===== config.mk =====
export PLATFORM = sky130hd
export DESIGN_NAME = div_unit
export DESIGN_NICKNAME = d
export VERILOG_FILES = /design/src/rtl/div_unit_pkg.sv /design/src/rtl/div_step.sv /design/src/rtl/div_unit.sv
export SDC_FILE = /design/constraint.sdc
export NUM_CORES = 1
export LEC_CHECK = 0
export CAP_MARGIN = 20
export CORE_ASPECT_RATIO = 1.75
export CORE_MARGIN = 4
export CORE_UTILIZATION = 42
export CTS_CLUSTER_DIAMETER = 60
export CTS_CLUSTER_SIZE = 25
export DETAILED_ROUTE_END_ITERATION = 7
export MAX_ROUTING_LAYER = met4
export SYNTH_ARGS = -nofsm -noshare
export SYNTH_HDL_FRONTEND = slang
export SYNTH_HIERARCHICAL = 1
export SYNTH_SLANG_ARGS = --single-unit

===== constraint.sdc =====
create_clock -name clk -period 7.7 [get_ports clk]
set_clock_uncertainty 0.1 [all_clocks]
set_input_delay 1.54 -clock clk [delete_from_list [all_inputs] [get_ports clk]]
set_output_delay 1.54 -clock clk [all_outputs]
set_load 0.005 [all_outputs]

===== src/rtl/div_unit_pkg.sv =====
// Shared definitions for the iterative divider: FSM state encoding and default width.
package div_unit_pkg;

  localparam int DIV_WIDTH = 32;

  typedef enum logic [1:0] {
    DIV_IDLE = 2'd0,
    DIV_RUN  = 2'd1,
    DIV_FIX  = 2'd2
  } div_state_e;

endpackage


===== src/rtl/div_step.sv =====
// One restoring-division step: shift {rem,quo} left by one, subtract the divisor on trial.
module div_step
  import div_unit_pkg::*;
#(
  parameter int WIDTH = DIV_WIDTH
) (
  input  logic [WIDTH-1:0] rem_in,
  input  logic [WIDTH-1:0] quo_in,
  input  logic [WIDTH-1:0] dv,
  output logic [WIDTH-1:0] rem_out,
  output logic [WIDTH-1:0] quo_out
);

  logic [WIDTH:0]   shifted;
  logic [WIDTH+1:0] trial;
  logic             borrow;

  // The shifted partial remainder can reach WIDTH+1 bits; one more bit holds the borrow.
  assign shifted = {rem_in, quo_in[WIDTH-1]};
  assign trial   = {1'b0, shifted} - {2'b00, dv};
  assign borrow  = trial[WIDTH+1];

  assign quo_out = {quo_in[WIDTH-2:0], ~borrow};
  assign rem_out = borrow ? shifted[WIDTH-1:0] : trial[WIDTH-1:0];

endmodule


===== src/rtl/div_unit.sv =====
// Multi-cycle restoring divider for DIV/DIVU: magnitudes in, WIDTH steps, sign fix-up out.
module div_unit
  import div_unit_pkg::*;
#(
  parameter int WIDTH = DIV_WIDTH
) (
  input  logic             clk,
  input  logic             rst,
  input  logic             start,
  input  logic             is_signed,
  input  logic [WIDTH-1:0] dividend,
  input  logic [WIDTH-1:0] divisor,
  output logic [WIDTH-1:0] quotient,
  output logic [WIDTH-1:0] remainder,
  output logic             busy,
  output logic             done
);

  localparam int CNT_W = $clog2(WIDTH) + 1;

  div_state_e       state;
  logic [CNT_W-1:0] count;

  logic [WIDTH-1:0] rem_r;
  logic [WIDTH-1:0] quo_r;
  logic [WIDTH-1:0] dv_r;
  logic             sign_q;
  logic             sign_r;

  logic [WIDTH-1:0] rem_nx;
  logic [WIDTH-1:0] quo_nx;

  logic             dd_neg;
  logic             dv_neg;

  // Two's-complement negate on request; -2^(WIDTH-1) maps onto itself, read as unsigned.
  function automatic logic [WIDTH-1:0] apply_sign(input logic [WIDTH-1:0] v,
                                                   input logic            neg);
    return neg ? (~v + {{(WIDTH-1){1'b0}}, 1'b1}) : v;
  endfunction

  assign dd_neg = is_signed & dividend[WIDTH-1];
  assign dv_neg = is_signed & divisor[WIDTH-1];

  div_step #(
    .WIDTH (WIDTH)
  ) u_step (
    .rem_in  (rem_r),
    .quo_in  (quo_r),
    .dv      (dv_r),
    .rem_out (rem_nx),
    .quo_out (quo_nx)
  );

  // Control: state, step counter and handshake outputs.
  always_ff @(posedge clk) begin
    if (rst) begin
      state     <= DIV_IDLE;
      count     <= '0;
      busy      <= 1'b0;
      done      <= 1'b0;
      quotient  <= '0;
      remainder <= '0;
    end else begin
      case (state)
        DIV_IDLE: begin
          done <= 1'b0;
          if (start) begin
            count <= CNT_W'(WIDTH);
            busy  <= 1'b1;
            state <= DIV_RUN;
          end
        end
        DIV_RUN: begin
          count <= count - 1'b1;
          if (count == CNT_W'(1)) begin
            state <= DIV_FIX;
          end
        end
        DIV_FIX: begin
          quotient  <= apply_sign(quo_r, sign_q);
          remainder <= apply_sign(rem_r, sign_r);
          done      <= 1'b1;
          busy      <= 1'b0;
          state     <= DIV_IDLE;
        end
        default: begin
          state <= DIV_IDLE;
          busy  <= 1'b0;
          done  <= 1'b0;
        end
      endcase
    end
  end

  // Datapath: operand capture on accept, one restoring step per RUN cycle.
  always_ff @(posedge clk) begin
    if (state == DIV_IDLE && start) begin
      quo_r  <= apply_sign(dividend, dd_neg);
      dv_r   <= apply_sign(divisor, dv_neg);
      rem_r  <= '0;
      sign_q <= dd_neg ^ dv_neg;
      sign_r <= dd_neg;
    end else if (state == DIV_RUN) begin
      rem_r <= rem_nx;
      quo_r <= quo_nx;
    end
  end

endmodule

==> metrics.yaml, run 1 <==
power_and_ir_drop:
  peakVddDrop_mv: 0.158
  p_leak_nw: 4.93
  powerDensity_nw_per_um2: 197
synth:
  syn_inst: 1289
  syn_nets: 1396
  synth-main-ff-cell: "dfxtp_1"
  synth.avg_cell_area_um2: 8.68
  synth.top_cell.area_share_pct: 19.0
  netlist_top_cells_area: "dfxtp_1 19%, edfxtp_1 18%, xor2_1 6.7%"
  yosysTopAreaCell: "dfxtp_1"
  synth_xor_area_share_pct: 10.7
  synth_warnings: 6
  synth_most_common_cell: "nand2_1"
  synth.area.mux_share_pct: 0.895
  async_flop_share_pct: 0
  synth-seq-cells: 172
  synth_common_cells: "151 x nand2_1, 117 x o21ai_0, 106 x dfxtp_1"
  syn-cell-area_um2: 11200
  synth-simple-area-share_pct: 17.2
  synth_edf_count: 66
  synth_cell_types: 85
  synth_top_family_by_area: "compound AO/OA/AOI/OAI gates"
  ys_seq_area_share_pct: 36.7
  yosys.area_share.adder_pct: 4.43
  synth-compound-area-share_pct: 23.4
clocking:
  hold_buffers: 0
  clkLatencyLatePin_ns: 0.45
  cts_max_path_buffers: 2
  postCtsSetupRepairBufs: 0
  h-tree-depth: 4
  cts.sinks: 172
  numCtsBuffers: 17
  cts_resized: 0
  cts_tree: "done"
  root_buffer: "clkbuf_16"
  clk_pin_slew_ns: 0.06
global_route:
  grt_pass1_wl_um: 51100
  grt_max_degree: 66
  antenna_found_initial: 0
  grt_overflow_total: 0
  first_global_vias: 9485
  grt_usage_pct: 22.8
critical_path:
  slowest_stage: "nor4_1"
  required_ns: 7.79
  crit_fanout: 5
  cp-end-kind: "flip-flop"
  start_kind: "input pin"
  r2r-end: "rem_r[1]$_SDFFE_PP0P_"
  max_stage_delay_ns: 0.85
  path_cells: "clkdlybuf4s50_1 -> nor4_1 -> nand4b_1 -> nor3_1 -> a21oi_1 -> xor2_1"
  cp.arrival_ns: 4.05
  r2r_setup_slack_ns: 4.42
  r2r-start: "rem_r[7]$_SDFFE_PP0P_"
  r2r_cells: 10
  critPathKind: "in -> reg"
routing:
  wl_um: 33000
  drc: 0
  avgRoutedWirePerCell_um: 19.5
  via_count: 9570
  drt-pass1-iter-count: 5
  drtIter0Drc: 435
  via_per_inst: 5.66
  drtAntennaViolNets: 0
timing:
  min_period_over_period_pct: 51.4
  fin_crit_ns: 3.96
  fin_tns_setup_ns: 0
  holdWs_ns: 0.350
  slew_headroom_pct: 33.6
  rsz0062_at_grt: "false"
  fmax_mhz: 253
  tightest_slew_ns: 0.994
  final_max_slew_viol_count: 0
  setup_viol: 0
  hold_viol: 0
die:
  die_area_um2: 29400
  ios: 134
  row_count: 78
  core_um2: 26100
  dieWidth_um: 131
  die_h_um: 224
  start_util_pct: 42.9
cells_and_area:
  antenna_cells: 0
  seqCellArea_um2: 4100
  multiInputGateArea_um2: 6350
  drive_above_1_share_pct: 6.86
  syn_to_final_growth_pct: 17.2
  final_cell_count_no_fill: 1691
  nFillCells: 2526
  fin_nets: 1465
placement:
  globalplace.congestion: 0.955
  port_buffers: 133
  place_inst: 1659
  dpl.hpwl_um: 25500
hold_path:
  min_path_type: "reg -> reg"
  hold_path_depth: 2
  min-delay-start: "remainder[14]$_SDFFE_PP0P_"
  hold_path_end: "remainder[14]$_SDFFE_PP0P_"
flow_run:
  maxCapViolations: 0
outcome:
  outcome: "complete, no violations"
[stage by stage]
stage	area, µm²	utilization (%)	setup WS [ns]	total power, W
detailed placement	12500	48.1	3.42	0.00173
global route	13100	50.3	3.70	0.00272
CTS	13100	50.3	3.90	0.00261
floorplan	11200	-	4.09	0.00157
finish	13100	50.3	3.74	0.00259
global placement	12500	48.1	3.44	0.00172
[layer usage]
metal | GRT usage, % | routed length (µm)
met2 | 42.5 | 17900
met5 | - | 0
met4 | 12.1 | 1700
met1 | 22.2 | 12000
met3 | 4.52 | 1290
[cell usage in the layout, fill, tap and decap left out, types with 20 or more instances in the layout]
cell | synthesis | routed
clkbuf_16 | 0 | 20
nor3_1 | 27 | 27
inv_1 | 64 | 64
xnor2_1 | 52 | 52
a22o_1 | 30 | 30
o31ai_1 | 27 | 27
a21oi_1 | 58 | 58
dfxtp_1 | 106 | 106
xor2_1 | 85 | 85
clkdlybuf4s50_1 | 0 | 132
o21ai_0 | 117 | 117
nand2_1 | 151 | 150
edfxtp_1 | 66 | 66
a211oi_1 | 26 | 26
ha_1 | 38 | 38
nor2_1 | 90 | 89
[power by group]
| group | total, W | switching (W) | internal, W |
|---|---|---|---|
| logic | 0.000602 | 0.000358 | 0.000245 |
| registers | 0.00111 | 0.0000769 | 0.00103 |
| clock network | 0.000880 | 0.000376 | 0.000504 |
[worst max-delay path: cells and delay by family]
kind                      cells  cell delay (ns)
AOI/OAI and AO/OA             1             0.13
xor gates and xnor gates      1             0.17
buffers and inverters         1             0.47
and+or+nand+nor               3             1.73
[sequential cells by signal, summed over array words and instances (netlist names), 2 cells and up]
signal / cells
quo_r: 32
remainder: 32
rem_r: 32
quotient: 32
state: 2
dv_r: 32
count: 6
[cells by family (layout without fill, tap and decap cells)]
kind of cell / after synthesis / after routing
DFF: 172 / 172
adders and majority gates: 39 / 39
muxes: 9 / 9
AOI/OAI and AO/OA: 386 / 386
and+or+nand+nor: 385 / 385
xor gates and xnor gates: 137 / 137
buffers and inverters: 161 / 243
[how the worst max path moves through the flow]
stage,from,end
final,divisor[12],dv_r[29]$_DFFE_PP_
after global routing,is_signed,quo_r[25]$_DFFE_PP_
after CTS,divisor[12],dv_r[29]$_DFFE_PP_
after detailed placement,divisor[12],dv_r[29]$_DFFE_PP_
after global placement,divisor[12],dv_r[29]$_DFFE_PP_
after floorplan,start,quo_r[29]$_DFFE_PP_
[area by class of cell]
class | instances | area share [%]
clock buffer | 23 | 3.91
tap | 320 | 3.05
multi-input combinational | 956 | 48.5
timing repair buffer | 145 | 10.8
sequential | 172 | 31.3
inverter | 66 | 1.89
clock inverter | 9 | 0.601
(Power assumes the default switching activity.)
==> inputs of run 2 (changes only) <==
--- a/config.mk
+++ b/config.mk
@@ -13,6 +13,7 @@
 export CTS_CLUSTER_SIZE = 25
 export DETAILED_ROUTE_END_ITERATION = 7
 export MAX_ROUTING_LAYER = met4
+export PLACE_DENSITY = 0.65
 export SYNTH_ARGS = -nofsm -noshare
 export SYNTH_HDL_FRONTEND = slang
 export SYNTH_HIERARCHICAL = 1
==> constraint.sdc (replaced) <==
create_clock -name clk -period 3.4 [get_ports clk]
set_clock_uncertainty 0.1 [all_clocks]
set_input_delay 0.68 -clock clk [delete_from_list [all_inputs] [get_ports clk]]
set_output_delay 0.68 -clock clk [all_outputs]
set_load 0.005 [all_outputs]
==> metrics.yaml, run 2 (synthesis results as in run 1) <==
hold_path:
  hold_path_end: "remainder[23]$_SDFFE_PP0P_"
  min-delay-start: "remainder[23]$_SDFFE_PP0P_"
  hold_path_depth: 2
  min_path_type: "reg -> reg"
routing:
  avgRoutedWirePerCell_um: 18.7
  drt-pass1-iter-count: 7
  wl_met2_um: 17600
  met3_length_um: 1220
  drtAntennaViolNets: 0
  drtIter0Drc: 462
  wl_um: 32300
  drc: 0
  routed.top_layer: "met4"
  via_count: 9688
  via_per_inst: 5.62
  met1_length_um: 11400
critical_path:
  crit_fanout: 5
  r2r-start: "quo_r[31]$_DFFE_PP_"
  critPathKind: "reg -> reg"
  r2r_setup_slack_ns: 0.38
  r2r-end: "rem_r[30]$_SDFFE_PP0P_"
  start_kind: "flip-flop"
  cp.arrival_ns: 3.30
  cp-end-kind: "flip-flop"
  r2r_cells: 12
  required_ns: 3.69
power_and_ir_drop:
  power_frac_comb_pct: 24.2
  swShare_pct: 31.3
  p_leak_nw: 5.09
  peakVddDrop_mv: 0.348
  p_total_w: 0.00580
  p_clk_share_pct: 32.8
  power.internal_w: 0.00398
  switching_power_w: 0.00182
  powerDensity_nw_per_um2: 434
  pwr-share-seq_pct: 43.0
timing:
  fmax_mhz: 332
  min_period_over_period_pct: 88.7
  tightest_slew_ns: 0.886
  fin_tns_setup_ns: 0
  hold_viol: 0
  fin_crit_ns: 3.02
  holdWs_ns: 0.351
  fin_ws_ns: 0.384
  rsz0062_at_grt: "false"
  setup_viol: 0
  final_max_slew_viol_count: 0
  slew_headroom_pct: 40.9
clocking:
  cts_resized: 0
  cts_tree: "done"
  h-tree-depth: 4
  numCtsBuffers: 17
  clk_pin_slew_ns: 0.06
  hold_buffers: 0
  cts.sinks: 172
  root_buffer: "clkbuf_16"
  cts_max_path_buffers: 2
  clkLatencyLatePin_ns: 0.45
  postCtsSetupRepairBufs: 0
global_route:
  first_global_vias: 9632
  grt_pass1_wl_um: 50400
  grt_overflow_total: 0
  grt_max_degree: 65
  antenna_found_initial: 0
  grt_usage_pct: 22.3
cells_and_area:
  drive_above_1_share_pct: 8.83
  final_common_cell: "nand2_1"
  final_cell_count_no_fill: 1724
  final_cell_mix: "150 x nand2_1, 133 x clkdlybuf4s50_1, 117 x o21ai_0"
  fin_nets: 1498
  syn_to_final_growth_pct: 19.4
  antenna_cells: 0
die:
  row_count: 78
  dieWidth_um: 131
  ios: 134
  die_area_um2: 29400
  core_um2: 26100
  start_util_pct: 42.9
  die_h_um: 224
outcome:
  outcome: "complete, no violations"
placement:
  place_inst: 1692
  globalplace.congestion: 0.942
  pre_cts_slack_ns: 0.218
  dpl.hpwl_um: 25700
  port_buffers: 133
flow_run:
  maxCapViolations: 0
run 2: changes by cell type in the layout (fill, tap and decap cells not counted):
cell / change
clkbuf_16: -2
nor2b_4: -1
inv_4: -1
buf_4: +31
clkdlybuf4s50_1: +1
buf_2: -1
clkbuf_8: +1
nor2b_2: +1
clkbuf_1: +2
clkbuf_2: -1
clkinvlp_4: +1
buf_12: +2
clkinv_2: -1
inv_6: +1
run 2: through the flow:
stage / cell area (µm²) / utilization [%]
2_1_floorplan: 11200 / -
3_3_place_gp: 12800 / 49.1
3_5_place_dp: 12800 / 49.1
4_1_cts: 13400 / 51.3
5_1_grt: 13400 / 51.3
6_report: 13400 / 51.3
run 2: layout make-up:
| class | instances | area, µm² |
|---|---|---|
| clock buffer | 23 | 479 |
| clock inverter | 9 | 83.8 |
| fill | 2468 | 12700 |
| inverter | 66 | 248 |
| multi-input combinational | 956 | 6350 |
| sequential | 172 | 4100 |
| tap | 320 | 400 |
| timing repair buffer | 178 | 1690 |
run 2: routing by layer:
metal | vias to the layer above | global-route usage [%]
li1 | 4844 | -
met1 | 4532 | 20.3
met2 | 235 | 42.4
met3 | 77 | 4.16
met4 | 0 | 13.7
met5 | - | -
run 2: how the worst max path moves through the flow:
stage / startpoint / to / slack, ns / depth (start not counted)
after floorplan: start / quo_r[29]$_DFFE_PP_ / 0.65 / 5
after global placement: divisor[2] / dv_r[29]$_DFFE_PP_ / 0.31 / 6
after detailed placement: divisor[2] / dv_r[29]$_DFFE_PP_ / 0.22 / 6
after CTS: quo_r[31]$_DFFE_PP_ / rem_r[22]$_SDFFE_PP0P_ / 0.37 / 12
after global routing: quo_r[31]$_DFFE_PP_ / rem_r[30]$_SDFFE_PP0P_ / 0.20 / 12
final: quo_r[31]$_DFFE_PP_ / rem_r[30]$_SDFFE_PP0P_ / 0.38 / 12
run 2: power by group through the flow:
stage / Sequential (W) / Clock (W) / Combinational [W]
floorplan: 0.00249 / 0 / 0.00105
global placement: 0.00253 / 0 / 0.00139
detailed placement: 0.00254 / 0 / 0.00140
CTS: 0.00249 / 0.00194 / 0.00141
global route: 0.00251 / 0.00202 / 0.00155
finish: 0.00249 / 0.00190 / 0.00141
run 2: worst max-delay path, stage by stage, from the launching register on:
cell      delay (ns)
edfxtp_1        0.42
inv_1           0.08
ha_1            0.15
inv_1           0.05
fa_1            0.40
a21o_1          0.23
a31oi_2         0.25
nor3_1          0.11
a31oi_2         0.30
o21a_2          0.27
o21ai_0         0.13
a221oi_1        0.28
a22o_1          0.17
